**config.mk**
```make
export PLATFORM = sky130hd
export DESIGN_NAME = hazard_unit
export DESIGN_NICKNAME = d
export VERILOG_FILES = /design/src/rtl/cpu_types_pkg.sv /design/src/rtl/data_path_muxs_pkg.sv /design/src/rtl/sat_counter.sv /design/src/rtl/hazard_unit.sv
export SDC_FILE = /design/constraint.sdc
export NUM_CORES = 1
export LEC_CHECK = 0
export ABC_AREA = 1
export CAP_MARGIN = 25
export CORE_MARGIN = 2
export CORE_UTILIZATION = 33
export CTS_CLUSTER_DIAMETER = 100
export DETAILED_ROUTE_END_ITERATION = 8
export PLACE_DENSITY_LB_ADDON = 0.25
export SYNTH_ARGS = -nofsm -noshare
export SYNTH_HDL_FRONTEND = slang
export SYNTH_SLANG_ARGS = --single-unit
export TNS_END_PERCENT = 10
```
**constraint.sdc**
```tcl
create_clock -name CLK -period 2.4 [get_ports CLK]
set_clock_uncertainty 0.2 [all_clocks]
set_input_delay 0.6 -clock CLK [delete_from_list [all_inputs] [get_ports CLK]]
set_output_delay 0.6 -clock CLK [all_outputs]
set_load 0.02 [all_outputs]
```
**src/rtl/cpu_types_pkg.sv**
```systemverilog
// Shared CPU datapath types used across pipeline blocks.
// Register-number width is fixed by the 32-entry register file.
package cpu_types_pkg;

    localparam int REG_W = 5;

    typedef logic [REG_W-1:0] regbits_t;

endpackage

```
**src/rtl/data_path_muxs_pkg.sv**
```systemverilog
// Hazard-unit state encoding, pipeline control bundle and the load-use detector
// shared between the hazard unit and anything that wants to predict its stalls.
package data_path_muxs_pkg;

    import cpu_types_pkg::*;

    typedef enum logic [1:0] {
        RUN,
        LU_BUBBLE,
        HALTED
    } hazard_state_t;

    typedef struct packed {
        logic pcEn;
        logic enIfId;
        logic flushIfId;
        logic enIdEx;
        logic flushIdEx;
        logic enExMem;
        logic flushExMem;
        logic enMemWb;
    } pipe_ctrl_t;

    localparam pipe_ctrl_t CTRL_FREEZE = '{
        pcEn: 1'b0, enIfId: 1'b0, flushIfId: 1'b0, enIdEx: 1'b0,
        flushIdEx: 1'b0, enExMem: 1'b0, flushExMem: 1'b0, enMemWb: 1'b0
    };

    localparam pipe_ctrl_t CTRL_ADVANCE = '{
        pcEn: 1'b1, enIfId: 1'b1, flushIfId: 1'b0, enIdEx: 1'b1,
        flushIdEx: 1'b0, enExMem: 1'b1, flushExMem: 1'b0, enMemWb: 1'b1
    };

    // Hold PC and IF/ID, push a bubble into EX, let older instructions drain.
    localparam pipe_ctrl_t CTRL_HOLD_FRONT = '{
        pcEn: 1'b0, enIfId: 1'b0, flushIfId: 1'b0, enIdEx: 1'b1,
        flushIdEx: 1'b1, enExMem: 1'b1, flushExMem: 1'b0, enMemWb: 1'b1
    };

    // Redirect: everything advances, the two younger instructions are killed.
    localparam pipe_ctrl_t CTRL_REDIRECT = '{
        pcEn: 1'b1, enIfId: 1'b1, flushIfId: 1'b1, enIdEx: 1'b1,
        flushIdEx: 1'b1, enExMem: 1'b1, flushExMem: 1'b0, enMemWb: 1'b1
    };

    function automatic logic loadUseHazard(
        input logic     loadEx,
        input logic     wenEx,
        input regbits_t rtEx,
        input regbits_t rsId,
        input regbits_t rtId,
        input logic     usesRtId
    );
        logic rsMatch;
        logic rtMatch;
        rsMatch = (rtEx == rsId);
        rtMatch = usesRtId && (rtEx == rtId);
        return loadEx && wenEx && (rtEx != '0) && (rsMatch || rtMatch);
    endfunction

endpackage

```
**src/rtl/sat_counter.sv**
```systemverilog
// Saturating up-counter for performance statistics; sticks at all-ones
// instead of wrapping so long runs never report a misleadingly small count.
module sat_counter #(
    parameter int WIDTH = 16
) (
    input  logic             CLK,
    input  logic             nRST,
    input  logic             inc,
    input  logic             clr,
    output logic [WIDTH-1:0] count
);

    // NOTE: state updates use non-blocking assignment so every register samples
    // pre-edge values regardless of process evaluation order.
    always_ff @(posedge CLK or negedge nRST) begin
        if (!nRST) begin
            count <= '0;
        end else if (clr) begin
            count <= '0;
        end else if (inc && (count != '1)) begin
            count <= count + WIDTH'(1);
        end
    end

endmodule

```
**src/rtl/hazard_unit.sv**
```systemverilog
// Pipeline hazard responder: converts cache handshakes and pipeline fields into
// PC/latch enables and flushes, tracks halt, and counts stalls and bubbles.
module hazard_unit
    import cpu_types_pkg::*;
    import data_path_muxs_pkg::*;
#(
    parameter int CNT_W = 16
) (
    input  logic             CLK,
    input  logic             nRST,
    input  logic             ihit,
    input  logic             dhit,
    input  logic             dREN_EX_MEM,
    input  logic             dWEN_EX_MEM,
    input  logic             dREN_ID_EX,
    input  logic             WEN_ID_EX,
    input  regbits_t         Rt_ID_EX,
    input  regbits_t         Rs_IF_ID,
    input  regbits_t         Rt_IF_ID,
    input  logic             uses_rt_IF_ID,
    input  logic             br_taken_EX,
    input  logic             halt_MEM_WB,
    output logic             pc_en,
    output logic             enable_IF_ID,
    output logic             flush_IF_ID,
    output logic             enable_ID_EX,
    output logic             flush_ID_EX,
    output logic             enable_EX_MEM,
    output logic             flush_EX_MEM,
    output logic             enable_MEM_WB,
    output logic             halted,
    output logic [CNT_W-1:0] stall_cnt,
    output logic [CNT_W-1:0] bubble_cnt
);

    hazard_state_t state;
    hazard_state_t nextState;
    pipe_ctrl_t    ctrl;
    logic          dmemWait;
    logic          loadUse;
    logic          bubbleInc;
    logic          stallInc;

    assign dmemWait = (dREN_EX_MEM | dWEN_EX_MEM) & ~dhit;
    assign loadUse  = loadUseHazard(dREN_ID_EX, WEN_ID_EX, Rt_ID_EX,
                                    Rs_IF_ID, Rt_IF_ID, uses_rt_IF_ID);

    always_ff @(posedge CLK or negedge nRST) begin
        if (!nRST) begin
            state <= RUN;
        end else begin
            state <= nextState;
        end
    end

    // NOTE: every signal written here gets a default first so no path can leave
    // it unassigned and infer a latch.
    always_comb begin
        ctrl      = CTRL_FREEZE;
        nextState = state;
        bubbleInc = 1'b0;

        case (state)
            RUN: begin
                if (dmemWait) begin
                    ctrl = CTRL_FREEZE;
                end else if (!ihit) begin
                    ctrl = CTRL_HOLD_FRONT;
                end else if (br_taken_EX) begin
                    // The would-be consumer is flushed, so no bubble is needed.
                    ctrl = CTRL_REDIRECT;
                end else if (loadUse) begin
                    ctrl      = CTRL_HOLD_FRONT;
                    nextState = LU_BUBBLE;
                    bubbleInc = 1'b1;
                end else begin
                    ctrl = CTRL_ADVANCE;
                end
            end
            LU_BUBBLE: begin
                // The load has moved on, so the hazard is not re-evaluated here.
                if (!dmemWait) begin
                    ctrl      = CTRL_ADVANCE;
                    nextState = RUN;
                end
            end
            HALTED: begin
                ctrl = CTRL_FREEZE;
            end
            default: begin
                ctrl      = CTRL_FREEZE;
                nextState = RUN;
            end
        endcase

        if (halt_MEM_WB && !dmemWait) begin
            nextState = HALTED;
        end

        // Outputs follow reset immediately, not at the next edge.
        if (!nRST) begin
            ctrl = CTRL_FREEZE;
        end
    end

    assign pc_en         = ctrl.pcEn;
    assign enable_IF_ID  = ctrl.enIfId;
    assign flush_IF_ID   = ctrl.flushIfId;
    assign enable_ID_EX  = ctrl.enIdEx;
    assign flush_ID_EX   = ctrl.flushIdEx;
    assign enable_EX_MEM = ctrl.enExMem;
    assign flush_EX_MEM  = ctrl.flushExMem;
    assign enable_MEM_WB = ctrl.enMemWb;
    assign halted        = (state == HALTED);

    assign stallInc = nRST & (state != HALTED) & ~ctrl.pcEn;

    sat_counter #(.WIDTH(CNT_W)) u_stall_cnt (
        .CLK   (CLK),
        .nRST  (nRST),
        .inc   (stallInc),
        .clr   (1'b0),
        .count (stall_cnt)
    );

    sat_counter #(.WIDTH(CNT_W)) u_bubble_cnt (
        .CLK   (CLK),
        .nRST  (nRST),
        .inc   (bubbleInc & nRST),
        .clr   (1'b0),
        .count (bubble_cnt)
    );

endmodule

```
**Word level (Yosys, flattened, before mapping)**

Index checks and enable logic that the tools add are counted.

- Flip-flop bits (word level): 34
- Input port bits: 26
- Output and inout port bits: 41
- Logic and storage cells: 56

- Add/subtract/negate cells: 2
- Equal/unequal tests: 13
- Multiplexer cells: 19
- Bitwise logic cells: 7
- Reductions and logical operators: 12

Operator list:

| cell | number |
|---|---|
| $mux W8 | 6 |
| $add A16 B1 Y16 const B | 2 |
| $ne A16 B16 Y1 const B | 2 |
| $pmux W8 S2 | 1 |
| $ne A3 B3 Y1 const B | 5 |
| $mux W2 | 6 |
| $eq A5 B5 Y1 | 2 |
| $logic_and A1 B1 Y1 | 7 |
| $pmux W2 S3 | 1 |
| $reduce_and A6 Y1 | 1 |
| $mux W1 | 5 |
| $reduce_bool A5 Y1 | 1 |
| $and A1 B1 Y1 | 4 |
| $eq A2 B1 Y1 const B | 1 |
| $eq A2 B2 Y1 const B | 1 |
| $logic_not A2 Y1 | 1 |
| $ne A2 B1 Y1 const B | 1 |
| $ne A2 B2 Y1 const B | 1 |
| $not A1 Y1 | 2 |
| $logic_not A1 Y1 | 1 |
| $logic_or A1 B1 Y1 | 1 |
| $or A1 B1 Y1 | 1 |

**Longest topological paths before layout**

Gate-level depths: netlist of run 1.

- Depth in word-level cells: 13
- Depth in mapped cells: 12
- Depth with buffers taken out: 12

**Hierarchy**

From an unflattened synthesis of run 1, not the netlist that was laid out.

- Cells, all modules: 380
- Area total of the unflattened synthesis: 2524.9 µm²

Modules (own cells, without submodules):

| module | instances | cells each | area an instance (µm²) | sequential area each (µm²) |
|---|---|---|---|---|
| sat_counter | 2 | 144 | 1037.2 | 400.4 |
| hazard_unit | 1 | 92 | 450.4 | 50.0 |

**Worst setup path after synthesis of run 1**

OpenSTA, ideal clock, no wires.

- Path type: input-to-output
- From: input dWEN_EX_MEM
- To: output pc_en
- Data arrival time: 2049 ps
- Data required time: 1600 ps
- Setup slack: -449 ps
- Stages: 6
- Path buffers: 1
- Cells stage by stage: o21bai_4 inv_2 nor3_1 nand2_1 nand2_1 buf_4

- Word-level cells in the longest chain between the ends: 5
- Elaborated cells between the ends (all ways): 6
- Classes of those cells: 4 x mux; 2 x bitwise

RTL lines:

| element | line | RTL |
|---|---|---|
| start, declared | hazard_unit.sv:14 | `input logic dWEN_EX_MEM,` |
| $or A1 B1 Y1 (*) | hazard_unit.sv:44 | `assign dmemWait = (dREN_EX_MEM \| dWEN_EX_MEM) & ~dhit;` |
| $and A1 B1 Y1 (*) | hazard_unit.sv:44 |  |
| $mux W8, on equally long branches | hazard_unit.sv:82, hazard_unit.sv:65 |  |
| $pmux W8 S2 (*) | hazard_unit.sv:63 | `case (state)` |
| $mux W8 (*) | hazard_unit.sv:101 | `if (!nRST) begin` |
| end, declared | hazard_unit.sv:23 | `output logic pc_en,` |

Every way passes the cells marked *; elsewhere a longest branch is shown, timed or not.

**Worst setup path after layout of run 1**

- From: input br_taken_EX
- To: output enable_IF_ID

- Word-level cells in the longest chain between the ends: 5

RTL lines:

| element | line | RTL |
|---|---|---|
| start, declared | hazard_unit.sv:21 | `input logic br_taken_EX,` |
| $mux W8 | hazard_unit.sv:69 | `end else if (br_taken_EX) begin` |
| $mux W8 | hazard_unit.sv:67 | `end else if (!ihit) begin` |
| $mux W8 | hazard_unit.sv:65 | `if (dmemWait) begin` |
| $pmux W8 S2 | hazard_unit.sv:63 |  |
| $mux W8 | hazard_unit.sv:101 |  |
| end, declared | hazard_unit.sv:24 | `output logic enable_IF_ID,` |

No other way between the ends.

==> out/results.txt, run 1 <==
The async set-or-reset flop fraction in the synthesized netlist works out to 100%. In the final layout, the share of cells above drive strength 1 is 25.4%. OpenSTA, run right after detailed placement, puts the worst setup slack at -0.789 ns.

The tools report the wire length of the first global-routing pass as 9.72 mm. For the worst setup path, the data required time is 1.60 ns. In this run the worst hold path is classified as input pin to async pin. For the worst-skew pair, the clock arrives at the later sink with an insertion delay of 0.28 ns. Cells fill 50.0% of the core in the end. The most numerous cell on the critical path was nand2_2.

The count of nets left with antenna violations once routing finished came out at 0. Achievable clock frequency: 426 MHz. The number of antenna diodes in the final layout is 0.

The sum of buffers and inverters on the critical path was 3; the number of global-route vias before repair was 2,195. Using the TritonRoute via totals, the vias-per-cell ratio works out to 4.45. Yosys attributes the largest share of cell area to dfrtp_1 (37%), nand2_1 (14%), inv_1 (9.2%). Leakage power total: 1.75 nW.

In this run, placement finished with an instance count of 501. Broken down by cell family, the worst path's largest delay share belongs to buffers and inverters. For this run, design rule violations remaining after detail routing come to 0. The run gives 0 as the number of antenna violations at the first check in global routing. For the detailed router's first-iteration violation count, the log shows 96.

The critical path in this run is classified as input pin to primary output. The clock transition at the registers of the reported paths is 0.07 ns. In the post-route analysis, the smallest setup slack over all paths is 0.0521 ns. Setup violations remaining at the end of the flow were counted as 0. The type of element launching the critical path was an input pin.

The worst ir drop on vdd is 0.000360 V, and the total congestion overflow after global routing is 0. The die is 88.0 um tall. Summed over its instances, the top area cell type makes up 36.5% of the synthesized netlist area.

Each instance of the synthesized netlist takes up on average 7.17 sq um. In the final timing run, aggregate negative setup slack is 0 ns. The completed layout was analyzed and its total power is 1.57 mW. Across all layers, the routed design uses 2,319 vias. The number of I/O pins came out at 67.

TritonCTS built the clock tree. The final layout contains routed wiring with a total length of 5.63 mm. The run gives 0.00233 sq mm as the cell area after technology mapping.

The worst path needs 2.35 ns of the cycle, external delays included. The die extent in x is 88.0 um, and the number of synthesized register bits is 34. The cell with the largest stage delay on the worst path was clkdlybuf4s50_1. Row count: 30. The most used flip-flop cell after synthesis is dfrtp_1.

The biggest area contributor in the post-synthesis netlist is dfrtp_1. Number of max-cap violations: 0. The run finished with clean final reports. CTS placed an instance of clkbuf_8 at the clock tree root. Traced cell by cell, the critical path runs through clkdlybuf4s50_1, inv_1, nand3_2, nand2_2, nand2_2, buf_6. The signal arrival time at the worst endpoint came out at 1.55 ns.

The core area came out at 0.00683 sq mm. The longest individual stage delay on the worst path works out to 0.42 ns. In this run, synthesis inferred 0 flip-flops with an integrated enable.

The layout net count is 452, and the die area is 0.00775 sq mm. The run gives 38 as the pin count of the biggest net entering global routing. The number of sinks driven by the clock tree is 34, and the routed length per placed instance is 10.8 um. The wire-length estimate of the detail-placed layout is 4.29 mm. For the net count of the mapped netlist, the log shows 353. The area added between synthesis and finish came out at 46.7%. Buffers inserted to repair hold after CTS numbered 0. Counting the fill cells in the layout gives 703. For the number of buffers added by the clock tree synthesis step, the log shows 5. The tools report the endpoint class of the critical path as a primary output. Global routing consumed, over all layers together, 15.8% of the routing resources. The run gives 2 as the number of buffers between clock root and the deepest sink.

The area of combinational cells with multiple inputs was 0.00126 sq mm; the number of instances in the synthesized netlist was 325. Weighted congestion reported at the end of routability-driven placement: 0.872. The count of warnings emitted by yosys was 0; the number of unique standard cell types used by synthesis was 29.

For this run, the detailed router's first-pass iteration total came to 4. Most common cell in the synthesized netlist: nand2_1. Across all register-to-register paths, the minimum setup slack is 0.22 ns. The count of buffers inserted at the top-level ports was 65; the number of H-tree levels was 2. The max-slew violation count was 0; the final worst-path cycle share was 97.8%. Summing all flip-flop and latch instances after layout gives 851 sq um.

Counting instances in the post-synthesis netlist gives the leading cell types as nand2_1 (85), inv_1 (57), dfrtp_1 (34), nor2_1 (24), nand3_1 (20). The share of the Yosys chip area taken by registers is 36.5%. The maximum fanout encountered on the critical timing path came out at 3.

The finished layout holds 521 standard cells, fillers aside. The number of hold violations in the final report was 0; the starting density of the core was 34.1%. In this run the power density over the cells is 460 mW/mm^2.
metrics by stage:
step	hold WS, ns	instance area, sq um
6_report	0.186	3420
5_1_grt	0.218	3420
4_1_cts	0.199	3360
3_5_place_dp	0.309	3210
3_3_place_gp	0.307	3210
2_1_floorplan	0.104	2350
routing by layer:
metal / part of all wire, % / track usage, %
met1: 46 / 19.9
met5: 0 / 0
met3: 2.6 / 3.20
met2: 51 / 27.9
met4: 0.82 / 3.72
layout make-up:
cell class	count	area share, %
multi-input cells	222	36.8
repair buffers	99	25.2
flip-flops and latches	34	24.9
inverters	62	6.88
well taps	96	3.52
clock buffers	7	2.53
clock inverters	1	0.146
layout by cell type, fill, tap and decap left out, drive strengths merged:
master / Yosys / final
xor2: 12 / 12
a21oi: 2 / 2
nor2: 29 / 29
conb: 1 / 1
dfrtp: 34 / 34
nor4: 1 / 1
clkinv: 0 / 1
xnor2: 13 / 13
clkdlybuf4s15: 0 / 1
o21ai: 18 / 18
nand3b: 3 / 3
ha: 2 / 2
inv: 62 / 62
o21a: 1 / 1
clkdlybuf4s50: 0 / 34
nand2: 88 / 88
nand4: 11 / 11
nand3: 23 / 23
o21bai: 1 / 1
nor3: 17 / 17
clkbuf: 0 / 15
buf: 7 / 52
dlygate4sd2: 0 / 2
dlymetal6s2s: 0 / 2
registers in the layout (all words and copies together), names as in the netlist:
| register | cells |
|---|---|
| u_bubble_cnt.count | 16 |
| state | 2 |
| u_stall_cnt.count | 16 |
path summary, 6_finish.rpt:
| path | start | cells past startpoint | to |
|---|---|---|---|
| setup / recovery | br_taken_EX | 6 | enable_IF_ID |
| hold / removal | nRST | 2 | u_bubble_cnt.count[12]$_DFFE_PN0P_ |
| setup reg to reg | state[1]$_DFFE_PN0P_ | 11 | u_bubble_cnt.count[0]$_DFFE_PN0P_ |
| hold reg to reg | u_bubble_cnt.count[3]$_DFFE_PN0P_ | 1 | u_bubble_cnt.count[3]$_DFFE_PN0P_ |
| max in group asynchronous | nRST | 2 | u_stall_cnt.count[3]$_DFFE_PN0P_ |
| min in group CLK | u_bubble_cnt.count[3]$_DFFE_PN0P_ | 1 | u_bubble_cnt.count[3]$_DFFE_PN0P_ |
cells by family after synthesis:
kind of cell / Yosys count / share of synthesized area (%)
AO/OA/AOI/OAI: 22 / 5.75
XOR/XNOR: 25 / 9.72
adder cells (fa/ha/maj): 2 / 1.07
buffers and inverters: 69 / 12.7
flip-flops: 34 / 36.5
other: 1 / 0.161
AND/OR/NAND/NOR: 172 / 34.0
report_power, final:
| group | internal [mW] | total, mW | switching (mW) |
|---|---|---|---|
| Clock | 0.231 | 0.438 | 0.207 |
| Combinational | 0.219 | 0.439 | 0.220 |
| Sequential | 0.622 | 0.695 | 0.0729 |
| Total | 1.07 | 1.57 | 0.500 |
worst register-to-register path, stage by stage, from the launching register on:
cell     delay [ns]
dfrtp_1        0.43
nor2_2         0.16
nand3_2        0.12
nor2_4         0.13
buf_4          0.12
buf_4          0.08
buf_4          0.09
buf_4          0.10
nand4_4        0.11
nor2_4         0.25
buf_4          0.17
xor2_1         0.14
repair_timing:
action,CTS,global route
pin swaps,15,23
resized for setup,75,59
buffers inserted,11,1
setup endpoints to repair,8,15
(Power assumes the default switching activity.)
==> inputs of run 2 (changes only) <==
- CTS_CLUSTER_DIAMETER: 100 -> default
- GPL_ROUTABILITY_DRIVEN: default -> 1
- HOLD_SLACK_MARGIN: default -> 0.06
==> results of run 2 <==
The final DEF is identical to that of run 1; final timing and power are the same.
